==> src/rtl/mux_arbiter.sv <==
// mux_arbiter: round-robin arbiter and sequencer for a 4:1 registered mux.
// Drives the mux select, accounts for the mux register's one-cycle latency,
// and exposes the mux output as a single valid/ready stream. A grant holds
// for up to MAX_BURST beats and then rotates.
module mux_arbiter #(
  parameter int unsigned MAX_BURST = 4
) (
  input  logic       clk,
  input  logic       rst_n,
  input  logic [3:0] req_valid,
  input  logic [3:0] req_last,
  output logic [3:0] req_ready,
  output logic [1:0] mux_ctrl,
  output logic       out_valid,
  input  logic       out_ready,
  output logic [1:0] out_owner,
  output logic       busy
);

  localparam int unsigned NUM_REQ = 4;
  localparam int unsigned IDX_W   = 2;
  localparam int unsigned CNT_W   = 4;
  localparam logic [CNT_W-1:0] BURST_CAP = CNT_W'(MAX_BURST);

  typedef enum logic [1:0] {
    ST_IDLE    = 2'd0,
    ST_SELECT  = 2'd1,
    ST_PRESENT = 2'd2
  } state_t;

  state_t             r_state;
  state_t             w_state_nxt;
  logic [IDX_W-1:0]   r_mux_ctrl;
  logic [IDX_W-1:0]   w_mux_ctrl_nxt;
  logic [IDX_W-1:0]   r_ptr;
  logic [IDX_W-1:0]   w_ptr_nxt;
  logic [CNT_W-1:0]   r_cnt;
  logic [CNT_W-1:0]   w_cnt_nxt;
  logic               r_out_valid;
  logic               w_out_valid_nxt;
  logic               r_busy;
  logic               w_busy_nxt;

  logic [IDX_W-1:0]   w_winner;
  logic [IDX_W-1:0]   w_cand;
  logic               w_any_req;
  logic               w_sel_valid;
  logic               w_sel_last;
  logic               w_accept;
  logic               w_burst_end;
  logic [CNT_W-1:0]   w_cnt_inc;
  logic [IDX_W-1:0]   w_ptr_after;

  // Rotating priority search: first valid requester at or above r_ptr, mod 4.
  always_comb begin
    w_winner  = r_ptr;
    w_cand    = r_ptr;
    w_any_req = |req_valid;
    for (int k = NUM_REQ - 1; k >= 0; k--) begin
      w_cand = IDX_W'(r_ptr + IDX_W'(k));
      if (req_valid[w_cand]) begin
        w_winner = w_cand;
      end
    end
  end

  // Per-owner request view and burst bookkeeping terms.
  always_comb begin
    w_sel_valid = req_valid[r_mux_ctrl];
    w_sel_last  = req_last[r_mux_ctrl];
    w_accept    = r_out_valid & out_ready;
    w_cnt_inc   = r_cnt + CNT_W'(1);
    w_burst_end = w_sel_last | (w_cnt_inc == BURST_CAP);
    w_ptr_after = r_mux_ctrl + IDX_W'(1);
  end

  // Next-state and next-register values; everything holds unless a state acts.
  always_comb begin
    w_state_nxt     = r_state;
    w_mux_ctrl_nxt  = r_mux_ctrl;
    w_ptr_nxt       = r_ptr;
    w_cnt_nxt       = r_cnt;
    w_out_valid_nxt = 1'b0;
    w_busy_nxt      = 1'b0;

    case (r_state)
      ST_IDLE: begin
        if (w_any_req) begin
          w_mux_ctrl_nxt = w_winner;
          w_cnt_nxt      = '0;
          w_state_nxt    = ST_SELECT;
        end
      end

      ST_SELECT: begin
        // The mux captures in[mux_ctrl] at the end of this cycle.
        if (w_sel_valid) begin
          w_state_nxt = ST_PRESENT;
        end else begin
          w_ptr_nxt   = w_ptr_after;
          w_state_nxt = ST_IDLE;
        end
      end

      ST_PRESENT: begin
        if (w_accept) begin
          w_cnt_nxt = w_cnt_inc;
          if (w_burst_end) begin
            w_ptr_nxt   = w_ptr_after;
            w_state_nxt = ST_IDLE;
          end else begin
            w_state_nxt = ST_SELECT;
          end
        end
      end

      default: begin
        w_state_nxt = ST_IDLE;
      end
    endcase

    w_out_valid_nxt = (w_state_nxt == ST_PRESENT);
    w_busy_nxt      = (w_state_nxt != ST_IDLE);
  end

  // State and datapath-control registers.
  always_ff @(posedge clk or negedge rst_n) begin
    if (!rst_n) begin
      r_state     <= ST_IDLE;
      r_mux_ctrl  <= '0;
      r_ptr       <= '0;
      r_cnt       <= '0;
      r_out_valid <= 1'b0;
      r_busy      <= 1'b0;
    end else begin
      r_state     <= w_state_nxt;
      r_mux_ctrl  <= w_mux_ctrl_nxt;
      r_ptr       <= w_ptr_nxt;
      r_cnt       <= w_cnt_nxt;
      r_out_valid <= w_out_valid_nxt;
      r_busy      <= w_busy_nxt;
    end
  end

  // The accept pulse is a pass-through of out_ready to the current owner only.
  assign req_ready = w_accept ? (NUM_REQ'(1) << r_mux_ctrl) : '0;

  assign mux_ctrl  = r_mux_ctrl;
  assign out_owner = r_mux_ctrl;
  assign out_valid = r_out_valid;
  assign busy      = r_busy;

endmodule

==> config.mk <==
export PLATFORM = sky130hd
export DESIGN_NAME = mux_arbiter
export DESIGN_NICKNAME = d
export VERILOG_FILES = /design/src/rtl/mux_arbiter.sv
export SDC_FILE = /design/constraint.sdc
export NUM_CORES = 1
export LEC_CHECK = 0
export BUFFER_PORTS_ARGS = -buffer_cell sky130_fd_sc_hd__buf_2
export CAP_MARGIN = 10
export CORE_ASPECT_RATIO = 0.9
export CORE_MARGIN = 5
export CORE_UTILIZATION = 45
export CTS_BUF_LIST = sky130_fd_sc_hd__clkbuf_8
export CTS_CLUSTER_DIAMETER = 50
export DETAILED_ROUTE_END_ITERATION = 10
export GPL_ROUTABILITY_DRIVEN = 0
export PLACE_DENSITY = 0.7
export SLEW_MARGIN = 20
export SYNTH_ARGS = -nofsm -noshare
export SYNTH_HDL_FRONTEND = slang
export SYNTH_SLANG_ARGS = --single-unit
==> constraint.sdc <==
create_clock -name clk -period 4.42 [get_ports clk]
set_input_delay 0.221 -clock clk [delete_from_list [all_inputs] [get_ports clk]]
set_output_delay 0.221 -clock clk [all_outputs]
set_load 0.005 [all_outputs]
==> summary.md, run 1 <==
| Metric | Value |
|---|---|
| Status | finished, final reports clean |
| Fin crit share | 0.4565 |
| Sequential area share after synthesis | 0.3256 |
| Post-CTS setup buffers | 0 |
| Mapped Cells | between 100 and 150 |
| DRT iter0 DRCs | 34 |
| TritonCTS clock tree | done |
| Clk_lat worst skew | 0.24 ns |
| CTS max path bufs | 2 |
| # rows | 15 |
| Crit Path Max Fanout | 7 |
| Starting Density | 0.4770 |
| DP HPWL | between 1500 and 2000 um |
| CP bufs+invs | 0 |
| Layout Nets | around 140 |
| Global-route wire length before repair | ~3900 um |
| Crit path capture type | flop |
| PwrDens | 583.5 mW/mm^2 |
| Peak supply drop | 0.2721 mV |
| Internal power | between 300 and 400 uW |
| DR DRC count | 0 |
| Via density | ~6.0 |
| Cell Area, Synth | just over 900 um^2 |
| Clk pwr share | 0.197 |
| Die X | ~58 um |
| Sw Share | 0.4343 |
| # clock sinks | 12 |
| Largest net degree at the start of global routing | 13 |
| Comb pwr share | 0.440 |
| Slew margin rel. | 0.5362 |
| Placed insts | 144 |
| CP delay by family, top | simple AND/OR/NAND/NOR gates |
| Post-synthesis sequential element count | 12 |
| Final min period | just over 2 ns |
| I/O Buffers | 20 |
| Peak Freq | 0.4956 GHz |
| Vias after detailed routing | 893 |
| Post-route ant nets | 0 |
| Area Overhead vs Synth | 16.96% |
| Max Slew Vio Count | 0 |
| Tot GR Track Use | 0.1659 |
| RSZ-0062 raised after global routing | false |
| Dpl ws | ~2.4 ns |
| Crit path DAT | about 2.2 ns |
| Worst Hold Class | in2reg |
| Clock Tree Root | clkbuf_8 |
| Clk pin slew, worst setup/hold paths | about 0.06 ns |
| MaxCap Viol Count | 0 |
| Most common cell after layout, fill and taps aside | buf_2 |
| DR WL/cell | roughly 15 um |
| CP Launch Type | flop |
| Number of synthesized flops with an enable pin | 0 |
| Vias in the first global route | between 800 and 900 |
| Clock Skew | between 0.001 and 0.0015 ns |
| Grt ovf | 0 |
| Pre-Repair DR Iteration Count | 4 |
| Area of the core | just under 0.002 mm^2 |
| Post-synth ARST share | 1.000 |
| Post-Route WL | between 2000 and 2500 um |
| Critical path type | reg2reg |
| Most used DFF post-synth | dfrtp_1 |
| Required time of the worst setup path | roughly 4.6 ns |
| Psw | between 200 and 300 uW |
| Antenna violations before repair | 0 |
| Layout Cells excl Fill | between 100 and 150 |
| I/O pin cnt | 21 |
| Die H | around 53 um |
| Post-layout util | 0.5579 |
| Most frequent cells in the layout | 20 x buf_2, 12 x dfrtp_1, 8 x nand2_1 |
| Mean Syn Cell Area | ~8.8 um^2 |
| Syn Nets | between 100 and 150 |
| Slowest stage delay, CP | approximately 0.51 ns |
| Worst slew pin tran | 0.6904 ns |
| Final Hold Vio Count | 0 |
| Hold Worst Slack | between 0.3 and 0.4 ns |
| Static Leak | 0.5261 nW |
| CTS Buf Count | 3 |
| Ys Warns | 0 |
| H-tree levels | 1 |
| Yosys cell types | 40 |
| Cells along the critical path | ha_1 -> or2b_4 -> o32ai_1 -> a21oi_1 -> or4b_1 -> nand3_1 |
| Setup violators final | 0 |
| Area of the die | between 0.003 and 0.004 mm^2 |
| Flop pwr share | 0.363 |
| Share of cells above drive strength 1 | 0.2419 |
| Slowest cell on crit path | or4b_1 |
| Setup_tns | 0 ns |
| Final WS setup | 2.402 ns |
| Number of diodes | 0 |
## per-layer routing
metal	vias to the layer above	track usage	part of all wire
li1	422	-	-
met1	433	0.2051	0.45
met2	34	0.2801	0.46
met3	4	0.03659	0.077
met4	0	0.06564	0.011
met5	-	0	0
## cell type report
class / count / area (um^2)
Fill cell: 169 / 854.6
Inverter: 7 / 26.28
Tap cell: 25 / 31.28
Timing Repair Buffer: 21 / 110.1
Clock buffer: 4 / 55.05
Multi-Input combinational cell: 80 / 555.5
Sequential cell: 12 / 300.3
## path summary, 6_finish.rpt
| check | startpoint | to | slack [ns] | depth (start not counted) |
|---|---|---|---|---|
| setup / recovery | r_cnt[0] | r_ptr[0] | 2.40 | 6 |
| hold / removal | req_valid[1] | mux_ctrl[0] | 0.37 | 3 |
| setup reg to reg | r_cnt[0] | r_ptr[0] | 2.40 | 6 |
| hold reg to reg | r_cnt[1] | r_cnt[1] | 0.62 | 2 |
| max in group asynchronous | rst_n | r_ptr[1] | 3.80 | 2 |
| min in group asynchronous | rst_n | r_cnt[3] | 0.39 | 2 |
## power groups by stage
stage / clock network, mW / logic (mW) / registers, mW
finish: 0.124 / 0.277 / 0.229
global placement: 0 / 0.270 / 0.223
detailed placement: 0 / 0.273 / 0.226
CTS: 0.126 / 0.278 / 0.225
floorplan: 0 / 0.245 / 0.183
global route: 0.131 / 0.316 / 0.239
## logic make-up after synthesis
kind of cell | Yosys count | share of synthesized area
buffers and inverters | 13 | 0.07191
XOR/XNOR | 1 | 0.009500
multiplexers | 3 | 0.04613
AND/OR/NAND/NOR | 45 | 0.2809
flip-flops | 12 | 0.3256
AO/OA/AOI/OAI | 25 | 0.1845
adder cells (fa/ha/maj) | 6 | 0.08141
## synthesized netlist by cell type, types with 2 or more instances
library cell	instances	share of area
a211oi_1	2	0.016
a21oi_1	3	0.016
a22oi_1	2	0.016
and3_1	4	0.027
buf_2	2	0.011
buf_4	2	0.016
dfrtp_1	12	0.33
ha_1	6	0.081
inv_1	7	0.028
mux2i_1	2	0.022
nand2_1	8	0.033
nand2b_1	2	0.014
nand3_1	7	0.038
nor2_1	7	0.028
nor3_1	2	0.011
nor4_1	3	0.020
nor4b_1	2	0.019
o21ai_0	7	0.038
o22ai_1	3	0.020
or3b_2	2	0.019
## state kept, by name, summed over array words and instances (netlist names)
| signal | count |
|---|---|
| r_ptr | 2 |
| out_valid | 1 |
| r_state | 2 |
| busy | 1 |
| mux_ctrl | 2 |
| r_cnt | 4 |
## stage by stage
stage | power (mW) | area, um^2
after CTS | 0.6292 | 1079
after floorplan | 0.4285 | 922.1
after global routing | 0.6861 | 1079
after detailed placement | 0.4986 | 1013
after global placement | 0.4929 | 1013
final | 0.6294 | 1079
## worst reg2reg max path, cell delays in order, from the launching register on
cell and delay, ns:
dfrtp_1 0.45, ha_1 0.28, or2b_4 0.25, o32ai_1 0.25, a21oi_1 0.12, or4b_1 0.51, nand3_1 0.09
## what timing repair did
action                    CTS  global route
gates resized for setup     0             0
hold buffers                1             0
hold endpoints to repair   12             0
Power figures use the tool's default switching activity.
==> run 2: changes to the inputs <==
==> constraint.sdc (replaced) <==
create_clock -name clk -period 2 [get_ports clk]
set_input_delay 0.1 -clock clk [delete_from_list [all_inputs] [get_ports clk]]
set_output_delay 0.1 -clock clk [all_outputs]
set_load 0.005 [all_outputs]
==> run 2 against run 1 <==
  * Die area unchanged
  * Sequential share of layout area fell by 0.73 points
  * Count of clock-buffer cells in the layout unchanged
  * Critical path depth is the same
  * Register-to-register slack got worse by 2.3 ns
  * Via count is 2.0% lower
  * Utilization is 1.7 points higher
  * Final cell count increased by 2.0%
  * Maximum frequency rose by 8.4%
  * Non-clock buffer count up 3
  * Final area rose by 3.1%
  * First-iteration DRC count increased by 56%
  * Critical endpoint unchanged
  * Largest cell class unchanged
==> summary.md, run 2 (synthesized netlist as in run 1, its figures left out) <==
| Metric | Value |
|---|---|
| Via density | approximately 5.8 |
| Starting Density | 0.4770 |
| Post-Route WL | 2140 um |
| Setup violators final | 0 |
| Vias after detailed routing | slightly below 900 |
| Footprint of the multi-input gates | between 500 and 600 um^2 |
| Met3 WL | 195 um |
| Status | finished, final reports clean |
| Clock Tree Root | clkbuf_8 |
| DR DRC count | 0 |
| Global-route wire length before repair | between 3000 and 4000 um |
| Worst Hold Class | in2reg |
| Peak Freq | 0.5372 GHz |
| PwrDens | 1263 mW/mm^2 |
| Grt ovf | 0 |
| Crit path DAT | 2.04 ns |
| Post-layout util | 0.5754 |
| Max Used Layer | met4 |
| Final min period | 1.861 ns |
| Required time of the worst setup path | ~2.2 ns |
| DR WL/cell | 14.08 um |
| Peak supply drop | around 0.73 mV |
| Hold depth | 3 |
| Clk pin slew, worst setup/hold paths | approximately 0.05 ns |
| Crit path capture type | flop |
| Max Slew Vio Count | 0 |
| # clock sinks | 12 |
| CTS max path bufs | 2 |
| Area of the die | a little over 0.003 mm^2 |
| DRT iter0 DRCs | 53 |
| Met2 WL post-DR | ~930 um |
| Setup_tns | 0 ns |
| Fill cells | about 160 |
| Max reg flops | 4 |
| RSZ-0062 raised after global routing | false |
| Area of the core | 0.001933 mm^2 |
| MaxCap Viol Count | 0 |
| Post-route ant nets | 0 |
| Fin crit share | 0.9307 |
| Hold EP | mux_ctrl[0] |
| Pre-Repair DR Iteration Count | 4 |
| Critical path type | reg2reg |
| Top reg by flops | r_cnt |
| Largest net degree at the start of global routing | 13 |
| # rows | 15 |
| I/O Buffers | 20 |
| Layout Nets | 145 |
| Number of diodes | 0 |
| Tot GR Track Use | 0.1599 |
| Die H | ~53 um |
| TritonCTS clock tree | done |
| Reg2Reg Setup Slack | approximately 0.14 ns |
| Clk_lat worst skew | 0.24 ns |
| Die X | about 58 um |
| Antenna violations before repair | 0 |
| Share of cells above drive strength 1 | 0.2835 |
| Static Leak | around 0.54 nW |
| Crit Path Max Fanout | 7 |
| I/O pin cnt | 21 |
| H-tree levels | 1 |
| Total chip power | 1.405 mW |
| M1 wire length | ~1000 um |
| FF/Latch Area | 301.5 um^2 |
| Vias in the first global route | roughly 800 |
| DP HPWL | 1630 um |
| CTS Buf Count | 3 |
| Final Hold Vio Count | 0 |
| Most common cell after layout, fill and taps aside | buf_2 |
| Hold Worst Slack | 0.2253 ns |
| Worst slew pin tran | around 0.37 ns |
| Slew margin rel. | 0.7478 |
| Placed insts | ~150 |
| R2R Path End | r_ptr[0] |
| Clock Skew | between 0.0008 and 0.0009 ns |
| Area Overhead vs Synth | 20.62% |
| Hold Startpoint | req_valid[1] |
| Layout Cells excl Fill | approximately 150 |
| R2R depth | 6 |
| Most frequent cells in the layout | 20 x buf_2, 11 x dfrtp_1, 8 x nand2_1 |
| CP Launch Type | flop |
| Worst R2R Start | r_cnt[0] |
[run 2: cell types whose count changed in the layout (fill, tap and decap cells not counted), sizes merged]
cell,previous run,this run
buf,20,23
[run 2: per-layer routing]
| layer | up-vias | global-route usage |
|---|---|---|
| met2 | 42 | 0.2500 |
| met1 | 402 | 0.2164 |
| li1 | 429 | - |
| met4 | 0 | 0.05792 |
| met3 | 2 | 0.03415 |
| met5 | - | 0 |
[run 2: final cells by class]
type	instances	share of cell area
multi-input cells	80	0.5084
repair buffers	24	0.1192
flip-flops and latches	12	0.2711
well taps	25	0.02812
inverters	7	0.02362
clock buffers	4	0.04949
[run 2: through the flow]
step                      area (um^2)  worst slack [ns]
after floorplan                 922.1            0.1698
after global placement           1036            0.1273
after detailed placement         1036           0.04735
after CTS                        1101           0.03397
after global routing             1112          0.003334
final                            1112            0.1386
[run 2: worst max-delay path, stage by stage, from the launching register on]
cell	delay, ns
dfrtp_2	0.44
ha_2	0.22
or2b_4	0.25
o32ai_2	0.20
a21oi_1	0.11
or4b_1	0.50
nand3_1	0.08
[run 2: worst max-delay path by stage]
stage	from	end	slack, ns	cells past startpoint
CTS	r_cnt[0]	r_ptr[0]	0.03	6
global placement	r_cnt[0]	r_ptr[0]	0.13	6
finish	r_cnt[0]	r_ptr[0]	0.14	6
global route	r_cnt[1]	r_ptr[0]	0.003	6
detailed placement	r_cnt[0]	r_ptr[0]	0.05	6
floorplan	r_cnt[0]	r_ptr[0]	0.17	6
[run 2: power breakdown]
part	switching (mW)	internal (mW)
Combinational	0.335	0.314
Sequential	0.159	0.331
Clock	0.0915	0.174
Total	0.585	0.820
[run 2: repair_timing]
action / in CTS / in global routing
resized for setup: 0 / 3
endpoints found under the setup margin: 0 / 2
buffers inserted: 0 / 0
endpoints found under the hold margin: 12 / 0
hold buffers: 1 / 0
